===== src/rtl/instruc_fetch_pkg.sv =====
// Shared fetch/decode definitions: widths, reset PC, NOP encoding, opcode field.
// Latency: n/a (types and constants only).
// Backpressure: n/a.
package instruc_fetch_pkg;

    localparam int PC_W    = 32;
    localparam int INSTR_W = 32;

    localparam logic [PC_W-1:0]    RESET_PC_DEF  = 32'd0;
    localparam logic [PC_W-1:0]    PC_STEP_DEF   = 32'd1;
    localparam logic [INSTR_W-1:0] NOP_INSTR_DEF = 32'd0;

    // Opcode lives in the top nibble of every instruction word.
    localparam int OPC_MSB = 31;
    localparam int OPC_LSB = 28;

    typedef enum logic [3:0] {
        OPC_NOP = 4'h0,
        OPC_INC = 4'h1,
        OPC_SUB = 4'h2,
        OPC_LD  = 4'h3,
        OPC_BRZ = 4'h4,
        OPC_BRN = 4'h5,
        OPC_J   = 4'h6
    } opcode_e;

    function automatic opcode_e get_opcode(input logic [INSTR_W-1:0] instr);
        return opcode_e'(instr[OPC_MSB:OPC_LSB]);
    endfunction

endpackage


===== src/rtl/instruc_fetch_ifid_reg.sv =====
// IF/ID pipeline register with flush, hold and load; resets to a NOP bubble.
// Latency: 1 cycle from load inputs to registered outputs.
// Backpressure: hold freezes all outputs; flush beats hold and inserts a bubble.
module ifid_reg
    import instruc_fetch_pkg::*;
#(
    parameter logic [INSTR_W-1:0] NOP_INSTR = NOP_INSTR_DEF
) (
    input  logic               clk,
    input  logic               rst,
    input  logic               flush,
    input  logic               hold,
    input  logic               load,
    input  logic [INSTR_W-1:0] instr_in,
    input  logic [PC_W-1:0]    pc_in,
    output logic [INSTR_W-1:0] instr_out,
    output logic [PC_W-1:0]    pc_out,
    output logic               vld_out
);

    logic [INSTR_W-1:0] instr_q, instr_d;
    logic [PC_W-1:0]    pc_q, pc_d;
    logic               vld_q, vld_d;

    // Next-state selection: flush > hold > load > bubble.
    always_comb begin
        instr_d = instr_q;
        pc_d    = pc_q;
        vld_d   = vld_q;
        if (flush) begin
            instr_d = NOP_INSTR;
            vld_d   = 1'b0;
        end else if (hold) begin
            instr_d = instr_q;
            pc_d    = pc_q;
            vld_d   = vld_q;
        end else if (load) begin
            instr_d = instr_in;
            pc_d    = pc_in;
            vld_d   = 1'b1;
        end else begin
            instr_d = NOP_INSTR;
            vld_d   = 1'b0;
        end
    end

    // Register with synchronous reset to an invalid NOP at PC 0.
    always_ff @(posedge clk) begin
        if (rst) begin
            instr_q <= NOP_INSTR;
            pc_q    <= '0;
            vld_q   <= 1'b0;
        end else begin
            instr_q <= instr_d;
            pc_q    <= pc_d;
            vld_q   <= vld_d;
        end
    end

    assign instr_out = instr_q;
    assign pc_out    = pc_q;
    assign vld_out   = vld_q;

endmodule


===== src/rtl/instruc_fetch.sv =====
// Fetch stage: drives imem address, tracks one in-flight read, fills IF/ID.
// Latency: address issued at edge N appears in IF/ID after edge N+1.
// Backpressure: stall replays the in-flight address and holds IF/ID; redirect wins.
module instruc_fetch
    import instruc_fetch_pkg::*;
#(
    parameter logic [PC_W-1:0]    RESET_PC  = RESET_PC_DEF,
    parameter logic [PC_W-1:0]    PC_STEP   = PC_STEP_DEF,
    parameter logic [INSTR_W-1:0] NOP_INSTR = NOP_INSTR_DEF
) (
    input  logic               clk,
    input  logic               rst,
    output logic [PC_W-1:0]    instrucAddress,
    input  logic [INSTR_W-1:0] instruc,
    input  logic               stall,
    input  logic               redirect,
    input  logic [PC_W-1:0]    redirectTarget,
    output logic [INSTR_W-1:0] ifidInstruc,
    output logic [PC_W-1:0]    ifidPc,
    output logic               ifidValid
);

    logic [PC_W-1:0] pc_q, pc_d;
    logic [PC_W-1:0] inflight_pc_q, inflight_pc_d;
    logic            inflight_vld_q, inflight_vld_d;
    logic [PC_W-1:0] req_addr;

    // Request address: reset > redirect > replay of the in-flight fetch > sequential PC.
    always_comb begin
        req_addr = pc_q;
        if (rst) begin
            req_addr = RESET_PC;
        end else if (redirect) begin
            req_addr = redirectTarget;
        end else if (stall && inflight_vld_q) begin
            req_addr = inflight_pc_q;
        end
    end

    assign instrucAddress = req_addr;

    // Whatever is requested this cycle becomes the in-flight read; PC advances past it (wraps mod 2^32).
    always_comb begin
        pc_d           = req_addr + PC_STEP;
        inflight_pc_d  = req_addr;
        inflight_vld_d = 1'b1;
    end

    // PC and in-flight tracking; reset drops any outstanding read.
    always_ff @(posedge clk) begin
        if (rst) begin
            pc_q           <= RESET_PC;
            inflight_pc_q  <= RESET_PC;
            inflight_vld_q <= 1'b0;
        end else begin
            pc_q           <= pc_d;
            inflight_pc_q  <= inflight_pc_d;
            inflight_vld_q <= inflight_vld_d;
        end
    end

    // Arriving read data lands in IF/ID only when neither flushed nor stalled.
    ifid_reg #(
        .NOP_INSTR (NOP_INSTR)
    ) u_ifid_reg (
        .clk       (clk),
        .rst       (rst),
        .flush     (redirect),
        .hold      (stall),
        .load      (inflight_vld_q),
        .instr_in  (instruc),
        .pc_in     (inflight_pc_q),
        .instr_out (ifidInstruc),
        .pc_out    (ifidPc),
        .vld_out   (ifidValid)
    );

endmodule


===== config.mk =====
export PLATFORM = sky130hd
export DESIGN_NAME = instruc_fetch
export DESIGN_NICKNAME = d
export VERILOG_FILES = /design/src/rtl/instruc_fetch_pkg.sv /design/src/rtl/instruc_fetch_ifid_reg.sv /design/src/rtl/instruc_fetch.sv
export SDC_FILE = /design/constraint.sdc
export NUM_CORES = 1
export LEC_CHECK = 0
export ABC_CLOCK_PERIOD_IN_PS = 7700
export BUFFER_PORTS_ARGS = -buffer_cell sky130_fd_sc_hd__buf_4
export CAP_MARGIN = 20
export CORE_ASPECT_RATIO = 0.7
export CORE_MARGIN = 1
export CORE_UTILIZATION = 58
export CTS_CLUSTER_DIAMETER = 200
export DETAILED_ROUTE_END_ITERATION = 12
export GPL_TIMING_DRIVEN = 0
export MAX_ROUTING_LAYER = met4
export PLACE_DENSITY_LB_ADDON = 0.3
export SLEW_MARGIN = 20
export SYNTH_ARGS = -nofsm -noshare
export SYNTH_HDL_FRONTEND = slang
export SYNTH_HIERARCHICAL = 1
export SYNTH_SLANG_ARGS = --single-unit

===== constraint.sdc =====
create_clock -name clk -period 7.7 [get_ports clk]
set_input_delay 0.77 -clock clk [delete_from_list [all_inputs] [get_ports clk]]
set_output_delay 0.77 -clock clk [all_outputs]
set_load 0.05 [all_outputs]

---- Word level (Yosys, flattened, before mapping) ----
Index checks and enable logic that the tools add are counted.
word-level totals
  register bits after elaboration ......... 130
  output and inout bits ................... 97
  word-level logic and storage cells ...... 18
  input port bits ......................... 68
operators by class
  bitwise operators ....................... 2
  reductions and logical operators ........ 3
  add/sub/neg operators ................... 1
  mux-type cells .......................... 6
operators by type and width
  cell                                                             count
  32-bit 2-to-1 mux                                                4
  32-bit by 1-bit adder with 32-bit output, second input constant  1
  3-bit AND reduction                                              1
  1-bit 2-to-1 mux                                                 2
  1-bit NOT                                                        2
  2-bit OR reduction                                               1
  1-bit logical AND                                                1

---- Logic depth before layout (Yosys ltp) ----
Gate-level depths: netlist of the first run.
  depth after elaboration ................. 5
  depth in mapped cells ................... 12
  mapped depth without buffers ............ 7

---- Cells and area by module ----
The synthesis of the first run kept the hierarchy.
modules (own cells, without submodules)
  module         instances  area an instance (um^2)  seq. area each (um^2)  cells an instance
  instruc_fetch  1          3707.3                   1301.2                 417
  ifid_reg       1          2752.6                   1301.2                 287

---- Least setup slack after synthesis of the first run ----
OpenSTA, ideal clock, no wires.
  path type ............................... input -> register
  from .................................... in stall
  to ...................................... reg pc_q[31]
  path slack .............................. 3.447 ns
  setup time .............................. 0.122 ns
  data required time ...................... 7.578 ns
  stages on the path ...................... 8
  path buffers ............................ 2
  data arrival time ....................... 4.131 ns
  cell sequence ........................... buf_2 > buf_2 > a211oi_1 > a2111oi_1 > and2_1 > and3_1 > nand4_2 > mux2_4
between the ends
  longest elaborated chain between the ends .. 5
RTL lines
  item                                      line                 RTL
  from (decl)                               instruc_fetch.sv:15  input logic stall,
  1-bit logical AND                         instruc_fetch.sv:35  end else if (stall && inflight_vld_q) begin
  32-bit 2-to-1 mux                         instruc_fetch.sv:35
  32-bit 2-to-1 mux                         instruc_fetch.sv:33  end else if (redirect) begin
  32-bit 2-to-1 mux                         instruc_fetch.sv:31  if (rst) begin
  net instrucAddress[28]                    instruc_fetch.sv:13  output logic [PC_W-1:0] instrucAddress,
  32-bit by 1-bit adder with 32-bit output  instruc_fetch.sv:44  pc_d = req_addr + PC_STEP;
  to (signal assigned)                      instruc_fetch.sv:56  pc_q <= pc_d;
  to (decl)                                 instruc_fetch.sv:23  logic [PC_W-1:0] pc_q, pc_d;
The timed path passes the listed nets, and every way through them passes these cells.
A chain may end at the register's enable or synchronous reset.

---- Worst setup path after layout of the first run ----
  from .................................... in stall
  to ...................................... out instrucAddress[31]
between the ends
  longest elaborated chain between the ends .. 4
RTL lines
  item               line
  1-bit logical AND  instruc_fetch.sv:35
  32-bit 2-to-1 mux  instruc_fetch.sv:35
  32-bit 2-to-1 mux  instruc_fetch.sv:33
  32-bit 2-to-1 mux  instruc_fetch.sv:31
  to (decl)          instruc_fetch.sv:13
Every way passes these cells.

==> out/results.ini, run 1 <==
[placement]
place_ws_ns = 3.63
gp_congestion = 0.948
numPlacedInstances = 1016
detailed_place.area_um2 = 7880
dp_hpwl_mm = 15.6
io_buffers = 164

[sta]
setup_tns_ns = 0
fmax_ghz = 0.234
setup_ws_ns = 3.42
slew_violations = 0
rsz0062_at_grt = no
timing.final.crit_share_pct = 55.5
final-hold-violation-count = 0
relSlewSlack_pct = 34.0
finalCriticalPeriod_ns = 4.28
final-setup-viol-count = 0
fin_skew_ns = 0.00863
worst_pin_slew_ns = 0.990

[grt]
grt_usage_pct = 39.0
grt_pass1_wl_mm = 33.4
grt_pass1_vias = 6278
grt_overflow = 0
antenna_found_initial = 2
grt_max_degree = 17

[cells_and_area]
final_util_pct = 80.5
final_cells = 1050
layout_commonest_cell = buf_4
final_design_area_no_fill_um2 = 8520
drive_above_1_share_pct = 29.4
area_growth_pct = 31.9
layout_common_cells = buf_4 (167), dfxtp_1 (130), nand2_1 (76), nand2b_1 (65), nor2_1 (40)
fin_nets = 956

[routing]
vias_per_cell = 6.19
drc = 0
wire_per_inst_um = 20.7
firstDrtPassIters = 5
antenna_left = 0
wl_mm = 21.7
drt_iter0_drc = 705
vias = 6498

[logic_synthesis]
syn_nets = 773
syn_avg_cell_area_um2 = 9.18
ys_ff_latch = 130
syn_inst = 704
seq_area_frac_synth_pct = 40.3
synthFlopType = dfxtp_1
ys_types = 67
ys_warn_count = 6
synth_edf_count = 0
netlist_area_um2 = 6460
synth-async-reset-ratio_pct = 0

[setup_path]
critical_path_required_ns = 6.93
critPathLaunchType = input port
crit_type = input port to output port
reg2regPathDepth = 9
cp.arrival_ns = 3.51
path_max_fanout = 10
endpoint_kind = output port

[floorplanning]
fp.dieH_um = 90.3
std_cell_rows = 31
core-area_um2 = 10600
die_area_um2 = 11600
start_util_pct = 61.0
dieWidth_um = 128
ioPinCount = 165

[cts]
clk_pin_slew_ns = 0.06
cts_hold_buf = 0
h-tree-depth = 4
clkLatencyLatePin_ns = 0.42
cts_root_buf = clkbuf_16
ctsResizeCount = 0
clock_path_buffers = 2
cts_num_sinks = 130
cts_tree = done
postCtsSetupBuffers = 0
numCtsBuffers = 17

[hold_path]
hold_class = flop to flop
min_path_cells = 2

[outcome]
outcome = complete, no violations

[power_and_ir_drop]
powerDensity_nw_per_um2 = 225
vdd_drop_max_mv = 0.170
p_leak_nw = 3.43

[job]
max-cap-violations = 0

==> synthesized netlist by cell type, drive strengths merged, types with 14 or more instances <==
master / n / area [µm²]
nor2b: 14 / 95.1
buf: 40 / 284
nor2: 41 / 161
xnor2: 17 / 149
nand3: 20 / 110
mux2i: 36 / 360
nand3b: 32 / 240
nand2b: 65 / 407
a21oi: 37 / 189
a211oi: 15 / 118
nand2: 77 / 292
a311oi: 16 / 146
dfxtp: 130 / 2600
clkbuf: 20 / 75.1
a2111oi: 24 / 300
nand4: 16 / 113
==> worst max-delay path, cell delays in order <==
cell and delay [ns]:
buf_4 0.12, and2_1 0.16, buf_6 0.16, buf_2 0.28, buf_2 0.33, buf_1 0.55
nand2_1 0.21, a311oi_1 0.60, buf_4 0.31
==> flip-flops by register name, indices dropped and copies added (netlist names) <==
register / count
u_ifid_reg/vld_out: 1
pc_q: 32
inflight_pc_q: 32
inflight_vld_q: 1
u_ifid_reg/pc_out: 32
u_ifid_reg/instr_out: 32
==> worst paths after layout <==
path / slack (ns) / endpoint / start
min reg2reg: 0.47 / u_ifid_reg/instr_out[26]$_SDFFE_PP0N_ / u_ifid_reg/instr_out[26]$_SDFFE_PP0N_
max: 3.42 / instrucAddress[31] / stall
min: 0.47 / u_ifid_reg/instr_out[26]$_SDFFE_PP0N_ / u_ifid_reg/instr_out[26]$_SDFFE_PP0N_
max reg2reg: 4.41 / pc_q[22]$_SDFF_PP0_ / inflight_vld_q$_DFF_P_
==> through the flow <==
| step | hold WS (ns) | total power [W] |
|---|---|---|
| finish | 0.466 | 0.00192 |
| global route | 0.473 | 0.00197 |
| CTS | 0.465 | 0.00191 |
| detailed placement | 0.456 | 0.00105 |
| global placement | 0.444 | 0.00104 |
| floorplan | 0.452 | 0.000941 |
==> cells by family (layout without fill, tap and decap cells) <==
family / count (synthesis) / in the layout / synth area share [%]
xor gates and xnor gates: 21 / 21 / 2.85
muxes: 44 / 44 / 7.15
and+or+nand+nor: 304 / 304 / 26.6
other: 0 / 2 / 0
AOI/OAI and AO/OA: 132 / 132 / 16.6
adders and majority gates: 1 / 1 / 0.194
buffers and inverters: 72 / 268 / 6.26
DFF: 130 / 130 / 40.3
==> cell type report <==
class	instances	area (µm²)
Multi-Input combinational cell	502	3460
Sequential cell	130	2600
Fill cell	678	2070
Timing Repair Buffer	164	1230
Clock buffer	17	425
Buffer	60	359
Clock inverter	15	208
Tap cell	148	185
Inverter	12	45.0
Antenna cell	2	5.00
==> power breakdown <==
part	total, W	leakage (nW)	internal [W]	switching [W]
clock	0.000871	0.296	0.000545	0.000327
combinational	0.000318	2.07	0.000115	0.000204
sequential	0.000731	1.07	0.000706	0.0000247
==> routing by layer <==
metal / track usage [%] / wire, µm
met1: 50.1 / 9010
met2: 56.8 / 9610
met3: 12.7 / 2690
met4: 14.9 / 422
met5: - / 0
Note: power is estimated with default switching activity, not from simulation.
==> run 2: changes to the inputs <==
--- a/config.mk
+++ b/config.mk
@@ -5,12 +5,12 @@
 export SDC_FILE = /design/constraint.sdc
 export NUM_CORES = 1
 export LEC_CHECK = 0
-export ABC_CLOCK_PERIOD_IN_PS = 7700
+export ABC_CLOCK_PERIOD_IN_PS = 4450
 export BUFFER_PORTS_ARGS = -buffer_cell sky130_fd_sc_hd__buf_4
 export CAP_MARGIN = 20
 export CORE_ASPECT_RATIO = 0.7
 export CORE_MARGIN = 1
-export CORE_UTILIZATION = 58
+export CORE_UTILIZATION = 53
 export CTS_CLUSTER_DIAMETER = 200
 export DETAILED_ROUTE_END_ITERATION = 12
 export GPL_TIMING_DRIVEN = 0
==> constraint.sdc (replaced) <==
create_clock -name clk -period 4.45 [get_ports clk]
set_input_delay 0.445 -clock clk [delete_from_list [all_inputs] [get_ports clk]]
set_output_delay 0.445 -clock clk [all_outputs]
set_load 0.05 [all_outputs]
==> out/results.ini, run 2 (synthesis results as in run 1) <==
[cells_and_area]
layout_common_cells = buf_4 (167), dfxtp_1 (130), nand2_1 (76), nand2b_1 (65), nor2_1 (40)  ; unchanged
area_growth_pct = 32.7  ; was 31.9%
seq_area_um2 = 2600  ; unchanged
drive_above_1_share_pct = 29.2  ; was 29.4%
fin_nets = 956  ; unchanged
final_design_area_no_fill_um2 = 8570  ; was 8520 µm²
fillers = 896  ; was 678
diodes = 0  ; was 2
multi_input_area_um2 = 3450  ; was 3460 µm²
layout_commonest_cell = buf_4  ; unchanged

[sta]
setup_tns_ns = 0  ; unchanged
rsz0062_at_grt = no  ; unchanged
fin_skew_ns = 0.00994  ; was 0.00863 ns
final-setup-viol-count = 0  ; unchanged
final-hold-violation-count = 0  ; unchanged
relSlewSlack_pct = 25.9  ; was 34.0%
fmax_ghz = 0.268
finalCriticalPeriod_ns = 3.73
timing.final.crit_share_pct = 83.9
worst_pin_slew_ns = 1.11  ; was 0.990 ns
slew_violations = 0  ; unchanged

[floorplanning]
dieWidth_um = 134  ; was 128 µm
die_area_um2 = 12600  ; was 11600 µm²
core-area_um2 = 11800  ; was 10600 µm²
ioPinCount = 165  ; unchanged
start_util_pct = 54.7  ; was 61.0%
fp.dieH_um = 94.4  ; was 90.3 µm
std_cell_rows = 33  ; was 31

[grt]
antenna_found_initial = 0  ; was 2
grt_pass1_vias = 5773  ; was 6278
grt_pass1_wl_mm = 31.5  ; was 33.4 mm
grt_usage_pct = 34.1  ; was 39.0%
grt_overflow = 0  ; unchanged
grt_max_degree = 17  ; unchanged

[setup_path]
crit_type = flop to output port  ; was input port to output port
r2r_end = pc_q[13]$_SDFF_PP0_  ; was pc_q[22]$_SDFF_PP0_
critical_path_required_ns = 4.01  ; was 6.93 ns
path_max_fanout = 10  ; unchanged
reg2regPathDepth = 7  ; was 9
endpoint_kind = output port  ; unchanged
critPathLaunchType = flop  ; was input port
r2r-start = inflight_vld_q$_DFF_P_  ; unchanged
regToRegSetupSlack_ns = 1.18  ; was 4.41 ns
cp.arrival_ns = 3.29  ; was 3.51 ns

[routing]
antenna_left = 0  ; unchanged
drc = 0  ; unchanged
firstDrtPassIters = 5  ; unchanged
vias_per_cell = 5.94  ; was 6.19
wl_mm = 20.9  ; was 21.7 mm
drt_iter0_drc = 568  ; was 705
wire_per_inst_um = 19.8  ; was 20.7 µm
vias = 6279  ; was 6498

[power_and_ir_drop]
powerDensity_nw_per_um2 = 401  ; was 225 nW/µm²
vdd_drop_max_mv = 0.378  ; was 0.170 mV
p_leak_nw = 3.46  ; was 3.43 nW

[placement]
detailed_place.area_um2 = 7890  ; was 7880 µm²
dp_hpwl_mm = 15.4  ; was 15.6 mm
gp_congestion = 0.933  ; was 0.948
io_buffers = 164  ; unchanged

[cts]
cts_root_buf = clkbuf_16  ; unchanged
ctsResizeCount = 0  ; unchanged
postCtsSetupBuffers = 0  ; unchanged
clkLatencyLatePin_ns = 0.42  ; about the same
clock_path_buffers = 2  ; unchanged
clk_pin_slew_ns = 0.06  ; about the same
cts_num_sinks = 130  ; unchanged
cts_hold_buf = 0  ; unchanged
numCtsBuffers = 17  ; unchanged
cts_tree = done  ; unchanged
h-tree-depth = 4  ; unchanged

[hold_path]
min_path_cells = 2  ; unchanged
hp-start = redirectTarget[22]  ; was u_ifid_reg/instr_out[26]$_SDFFE_PP0N_
hold_class = input port to flop  ; was flop to flop
min_to = inflight_pc_q[22]$_SDFF_PP0_  ; was u_ifid_reg/instr_out[26]$_SDFFE_PP0N_

[outcome]
outcome = complete, no violations  ; unchanged

[job]
max-cap-violations = 0  ; unchanged

[run 2: cell count changes in the layout (fill, tap and decap cells not counted)]
| cell | change |
|---|---|
| clkbuf_8 | +2 |
| clkinv_4 | -1 |
| a2111oi_2 | -1 |
| inv_6 | -1 |
| a2111oi_1 | +1 |
| diode_2 | -2 |
| clkinvlp_4 | -3 |
| bufinv_16 | +2 |
| clkbuf_1 | +1 |
[run 2: routing by layer]
| layer | track usage (%) | part of all wire, % | vias to the layer above | wire (µm) |
|---|---|---|---|---|
| li1 | - | - | 2887 | - |
| met1 | 47.1 | 45 | 2996 | 9320 |
| met2 | 49.1 | 44 | 365 | 9150 |
| met3 | 8.16 | 10 | 31 | 2180 |
| met4 | 10.1 | 1.4 | 0 | 297 |
| met5 | - | 0 | - | 0 |
[run 2: power by group]
| group | internal [W] | switching, W | leakage [nW] |
|---|---|---|---|
| registers | 0.00122 | 0.0000432 | 1.07 |
| clock network | 0.00108 | 0.000548 | 0.331 |
| logic | 0.000198 | 0.000345 | 2.07 |
[run 2: cell type report]
type,count,area share [%]
inverters,12,0.525
plain buffers,60,4.19
clock inverters,12,2.66
clock buffers,20,5.33
flip-flops and latches,130,30.4
well taps,157,2.29
multi-input cells,502,40.3
repair buffers,164,14.4
[run 2: worst max-delay path, stage by stage, from the launching register on]
cell,delay [ns]
dfxtp_1,0.37
and2_1,0.16
buf_6,0.15
buf_2,0.28
buf_2,0.32
buf_1,0.54
nand2_1,0.18
a311oi_1,0.56
buf_4,0.30
[run 2: metrics by stage]
| stage | cells | total power [W] | hold WS [ns] | util, % | setup WS [ns] |
|---|---|---|---|---|---|
| 2_1_floorplan | 704 | 0.00163 | 0.452 | - | 0.522 |
| 3_3_place_gp | 1025 | 0.00181 | 0.443 | 66.8 | 1.04 |
| 3_5_place_dp | 1025 | 0.00182 | 0.454 | 66.8 | 1.02 |
| 4_1_cts | 1057 | 0.00343 | 0.245 | 72.6 | 0.773 |
| 5_1_grt | 1057 | 0.00353 | 0.252 | 72.6 | 0.592 |
| 6_report | 1057 | 0.00344 | 0.256 | 72.6 | 0.715 |
[run 2: how the worst max path moves through the flow]
| stage | from | endpoint |
|---|---|---|
| CTS | inflight_vld_q$_DFF_P_ | instrucAddress[31] |
| floorplan | stall | pc_q[31]$_SDFF_PP0_ |
| global placement | stall | instrucAddress[31] |
| global route | inflight_vld_q$_DFF_P_ | instrucAddress[16] |
| finish | inflight_vld_q$_DFF_P_ | instrucAddress[31] |
| detailed placement | stall | instrucAddress[31] |
==> run 3: changes to the inputs <==
--- a/config.mk
+++ b/config.mk
@@ -5,7 +5,8 @@
 export SDC_FILE = /design/constraint.sdc
 export NUM_CORES = 1
 export LEC_CHECK = 0
-export ABC_CLOCK_PERIOD_IN_PS = 4450
+export ABC_AREA = 1
+export ABC_CLOCK_PERIOD_IN_PS = 3600
 export BUFFER_PORTS_ARGS = -buffer_cell sky130_fd_sc_hd__buf_4
 export CAP_MARGIN = 20
 export CORE_ASPECT_RATIO = 0.7
==> constraint.sdc (replaced) <==
create_clock -name clk -period 3.6 [get_ports clk]
set_input_delay 0.36 -clock clk [delete_from_list [all_inputs] [get_ports clk]]
set_output_delay 0.36 -clock clk [all_outputs]
set_load 0.05 [all_outputs]
==> out/results.ini, run 3 <==
[logic_synthesis]
netlist_area_um2 = 6050  ; was 6460 µm²
netlist_top_cells_count = nand2_1 (226), nor2_1 (152), dfxtp_1 (130)  ; was dfxtp_1 (130), nand2_1 (76), nand2b_1 (65)
synth_edf_count = 0  ; unchanged
synth_area_leaders = dfxtp_1 (43%), nand2_1 (14%), nor2_1 (9.4%), nand3_1 (8.6%), inv_1 (6.5%)  ; was dfxtp_1 (40%), nand2b_1 (6.3%), mux2i_1 (5.6%), nand2_1 (4.4%), nand3b_1 (3.7%)
synth_top_area_cell = dfxtp_1  ; unchanged
yosys-mux-area-fraction_pct = 0.186  ; was 7.15%
synth_top_area_share_pct = 43.0  ; was 40.3%
synthXorXnorAreaFrac_pct = 2.03  ; was 2.85%
synth-async-reset-ratio_pct = 0  ; unchanged
synthAdderAreaFrac_pct = 0.207  ; was 0.194%
ys_types = 26  ; was 67
seq_area_frac_synth_pct = 43.0  ; was 40.3%
syn_avg_cell_area_um2 = 6.87  ; was 9.18 µm²
synth_most_common_cell = nand2_1  ; was dfxtp_1
synth_top_family_by_area = simple AND/OR/NAND/NOR gates  ; unchanged
synth_simple_gate_area_share_pct = 35.4  ; was 26.6%
synth_compound_gate_area_share_pct = 7.91  ; was 16.6%
syn_nets = 950  ; was 773
synthFlopType = dfxtp_1  ; unchanged
syn_inst = 881  ; was 704
ys_ff_latch = 130  ; unchanged
ys_warn_count = 6  ; unchanged

[setup_path]
r2r_end = pc_q[22]$_SDFF_PP0_  ; was pc_q[13]$_SDFF_PP0_
path_max_fanout = 10  ; unchanged
reg2regPathDepth = 12  ; was 7
endpoint_kind = output port  ; unchanged
r2r-start = inflight_vld_q$_DFF_P_  ; unchanged
crit_type = flop to output port  ; unchanged
critPathLaunchType = flop  ; unchanged
critical_path_required_ns = 3.24  ; was 4.01 ns
regToRegSetupSlack_ns = 1.10  ; was 1.18 ns
cp.arrival_ns = 2.19  ; was 3.29 ns

[cts]
cts_num_sinks = 130  ; unchanged
h-tree-depth = 4  ; unchanged
cts_hold_buf = 0  ; unchanged
clkLatencyLatePin_ns = 0.41  ; was 0.42 ns
clk_pin_slew_ns = 0.06  ; about the same
clock_path_buffers = 2  ; unchanged
numCtsBuffers = 17  ; unchanged
postCtsSetupBuffers = 0  ; unchanged
ctsResizeCount = 0  ; unchanged
cts_root_buf = clkbuf_16  ; unchanged
cts_tree = done  ; unchanged

[sta]
worst_pin_slew_ns = 0.517  ; was 1.11 ns
fmax_ghz = 0.392
relSlewSlack_pct = 65.5  ; was 25.9%
rsz0062_at_grt = no  ; unchanged
final-hold-violation-count = 0  ; unchanged
slew_violations = 0  ; unchanged
timing.final.crit_share_pct = 70.8
final-setup-viol-count = 0  ; unchanged
finalCriticalPeriod_ns = 2.55
setup_tns_ns = 0  ; unchanged
fin_skew_ns = 0.00716  ; was 0.00994 ns

[floorplanning]
std_cell_rows = 32  ; was 33
dieWidth_um = 130  ; was 134 µm
core-area_um2 = 11100  ; was 11800 µm²
start_util_pct = 54.8  ; was 54.7%
ioPinCount = 165  ; unchanged
fp.dieH_um = 91.4  ; was 94.4 µm
die_area_um2 = 11900  ; was 12600 µm²

[cells_and_area]
layout_common_cells = nand2_1 (226), buf_4 (177), nor2_1 (152), dfxtp_1 (130), inv_1 (105)  ; was buf_4 (167), dfxtp_1 (130), nand2_1 (76), nand2b_1 (65), nor2_1 (40)
diodes = 0  ; unchanged
layout_commonest_cell = nand2_1  ; was buf_4
fillers = 950  ; was 896
area_growth_pct = 33.0  ; was 32.7%
fin_nets = 1133  ; was 956
drive_above_1_share_pct = 26.6  ; was 29.2%

[grt]
grt_usage_pct = 31.2  ; was 34.1%
grt_overflow = 0  ; unchanged
grt_max_degree = 17  ; unchanged
grt_pass1_wl_mm = 27.6  ; was 31.5 mm
grt_pass1_vias = 5551  ; was 5773
antenna_found_initial = 0  ; unchanged

[power_and_ir_drop]
p_total_w = 0.00392  ; was 0.00344 W
powerDensity_nw_per_um2 = 486  ; was 401 nW/µm²
p_int_w = 0.00277  ; was 0.00251 W
p_sw_share_pct = 29.3  ; was 27.2%
combPwrFrac_pct = 17.3  ; was 15.8%
power_switching_w = 0.00115  ; was 0.000936 W
vdd_drop_max_mv = 0.339  ; was 0.378 mV
p_leak_nw = 3.94  ; was 3.46 nW
clockPowerShare_pct = 42.8  ; was 47.5%
power.share.sequential_pct = 39.9  ; was 36.8%

[hold_path]
min_to = u_ifid_reg/instr_out[1]$_SDFFE_PP0N_  ; was inflight_pc_q[22]$_SDFF_PP0_
min_path_cells = 3  ; was 2
hold_class = input port to flop  ; unchanged
hp-start = instruc[1]  ; was redirectTarget[22]

[routing]
drt_iter0_drc = 471  ; was 568
wire_per_inst_um = 14.3  ; was 19.8 µm
antenna_left = 0  ; unchanged
vias_per_cell = 5.01  ; was 5.94
firstDrtPassIters = 5  ; unchanged
vias = 6152  ; was 6279
wl_mm = 17.6  ; was 20.9 mm
drc = 0  ; unchanged

[placement]
gp_congestion = 0.920  ; was 0.933
dp_hpwl_mm = 13.2  ; was 15.4 mm
io_buffers = 164  ; unchanged

[outcome]
outcome = complete, no violations  ; unchanged

[job]
max-cap-violations = 0  ; unchanged

run 3: cells by family (layout without fill, tap and decap cells):
logic type	Yosys count	in the layout
adder cells (fa/ha/maj)	1	1
multiplexers	1	1
AND/OR/NAND/NOR	509	509
buffers and inverters	152	347
XOR/XNOR	14	14
AO/OA/AOI/OAI	74	74
flip-flops	130	130
run 3: worst max-delay path by stage:
stage	startpoint	endpoint	slack, ns	depth (start not counted)
global route	inflight_vld_q$_DFF_P_	pc_q[22]$_SDFF_PP0_	0.86	12
detailed placement	redirect	pc_q[22]$_SDFF_PP0_	1.0	14
global placement	redirect	pc_q[22]$_SDFF_PP0_	1.04	14
finish	inflight_vld_q$_DFF_P_	instrucAddress[31]	1.05	6
CTS	inflight_vld_q$_DFF_P_	instrucAddress[31]	1.07	6
floorplan	rst	pc_q[22]$_SDFF_PP0_	1.33	13
run 3: per-layer routing:
metal | vias to the layer above | share of wire, % | global-route usage, %
li1 | 3096 | - | -
met1 | 2772 | 48 | 44.7
met2 | 262 | 42 | 44.3
met3 | 22 | 8.8 | 6.25
met4 | 0 | 1.2 | 8.33
met5 | - | 0 | -
run 3: power groups by stage:
| stage | clock [W] | sequential, W | combinational [W] |
|---|---|---|---|
| 4_1_cts | 0.00168 | 0.00156 | 0.000671 |
| 3_3_place_gp | 0 | 0.00159 | 0.000657 |
| 6_report | 0.00168 | 0.00157 | 0.000677 |
| 5_1_grt | 0.00175 | 0.00157 | 0.000726 |
| 2_1_floorplan | 0 | 0.00166 | 0.000362 |
| 3_5_place_dp | 0 | 0.00159 | 0.000665 |
run 3: worst max-delay path, stage by stage, from the launching register on:
cell and delay [ns]:
dfxtp_1 0.49, nand2_2 0.15, buf_2 0.22, mux2_2 0.28
o21ai_0 0.32, inv_1 0.11, buf_4 0.21
run 3: final cells by class:
class                      count  area, µm²  area share (%)
clock inverter                13        138            1.71
buffer                        46        288            3.57
inverter                     106        398            4.94
tap                          153        191            2.38
sequential                   130       2600            32.3
multi-input combinational    599       2770            34.3
timing repair buffer         164       1230            15.3
clock buffer                  18        439            5.45
run 3: through the flow:
stage / hold slack [ns] / cells / setup WS, ns / utilization, % / instance area (µm²)
2_1_floorplan: 0.500 / 881 / 1.33 / - / 6050
3_3_place_gp: 0.444 / 1198 / 1.04 / 67.7 / 7480
3_5_place_dp: 0.452 / 1198 / 0.996 / 67.7 / 7480
4_1_cts: 0.195 / 1229 / 1.07 / 72.9 / 8050
5_1_grt: 0.204 / 1229 / 0.855 / 72.9 / 8050
6_report: 0.201 / 1229 / 1.05 / 72.9 / 8050
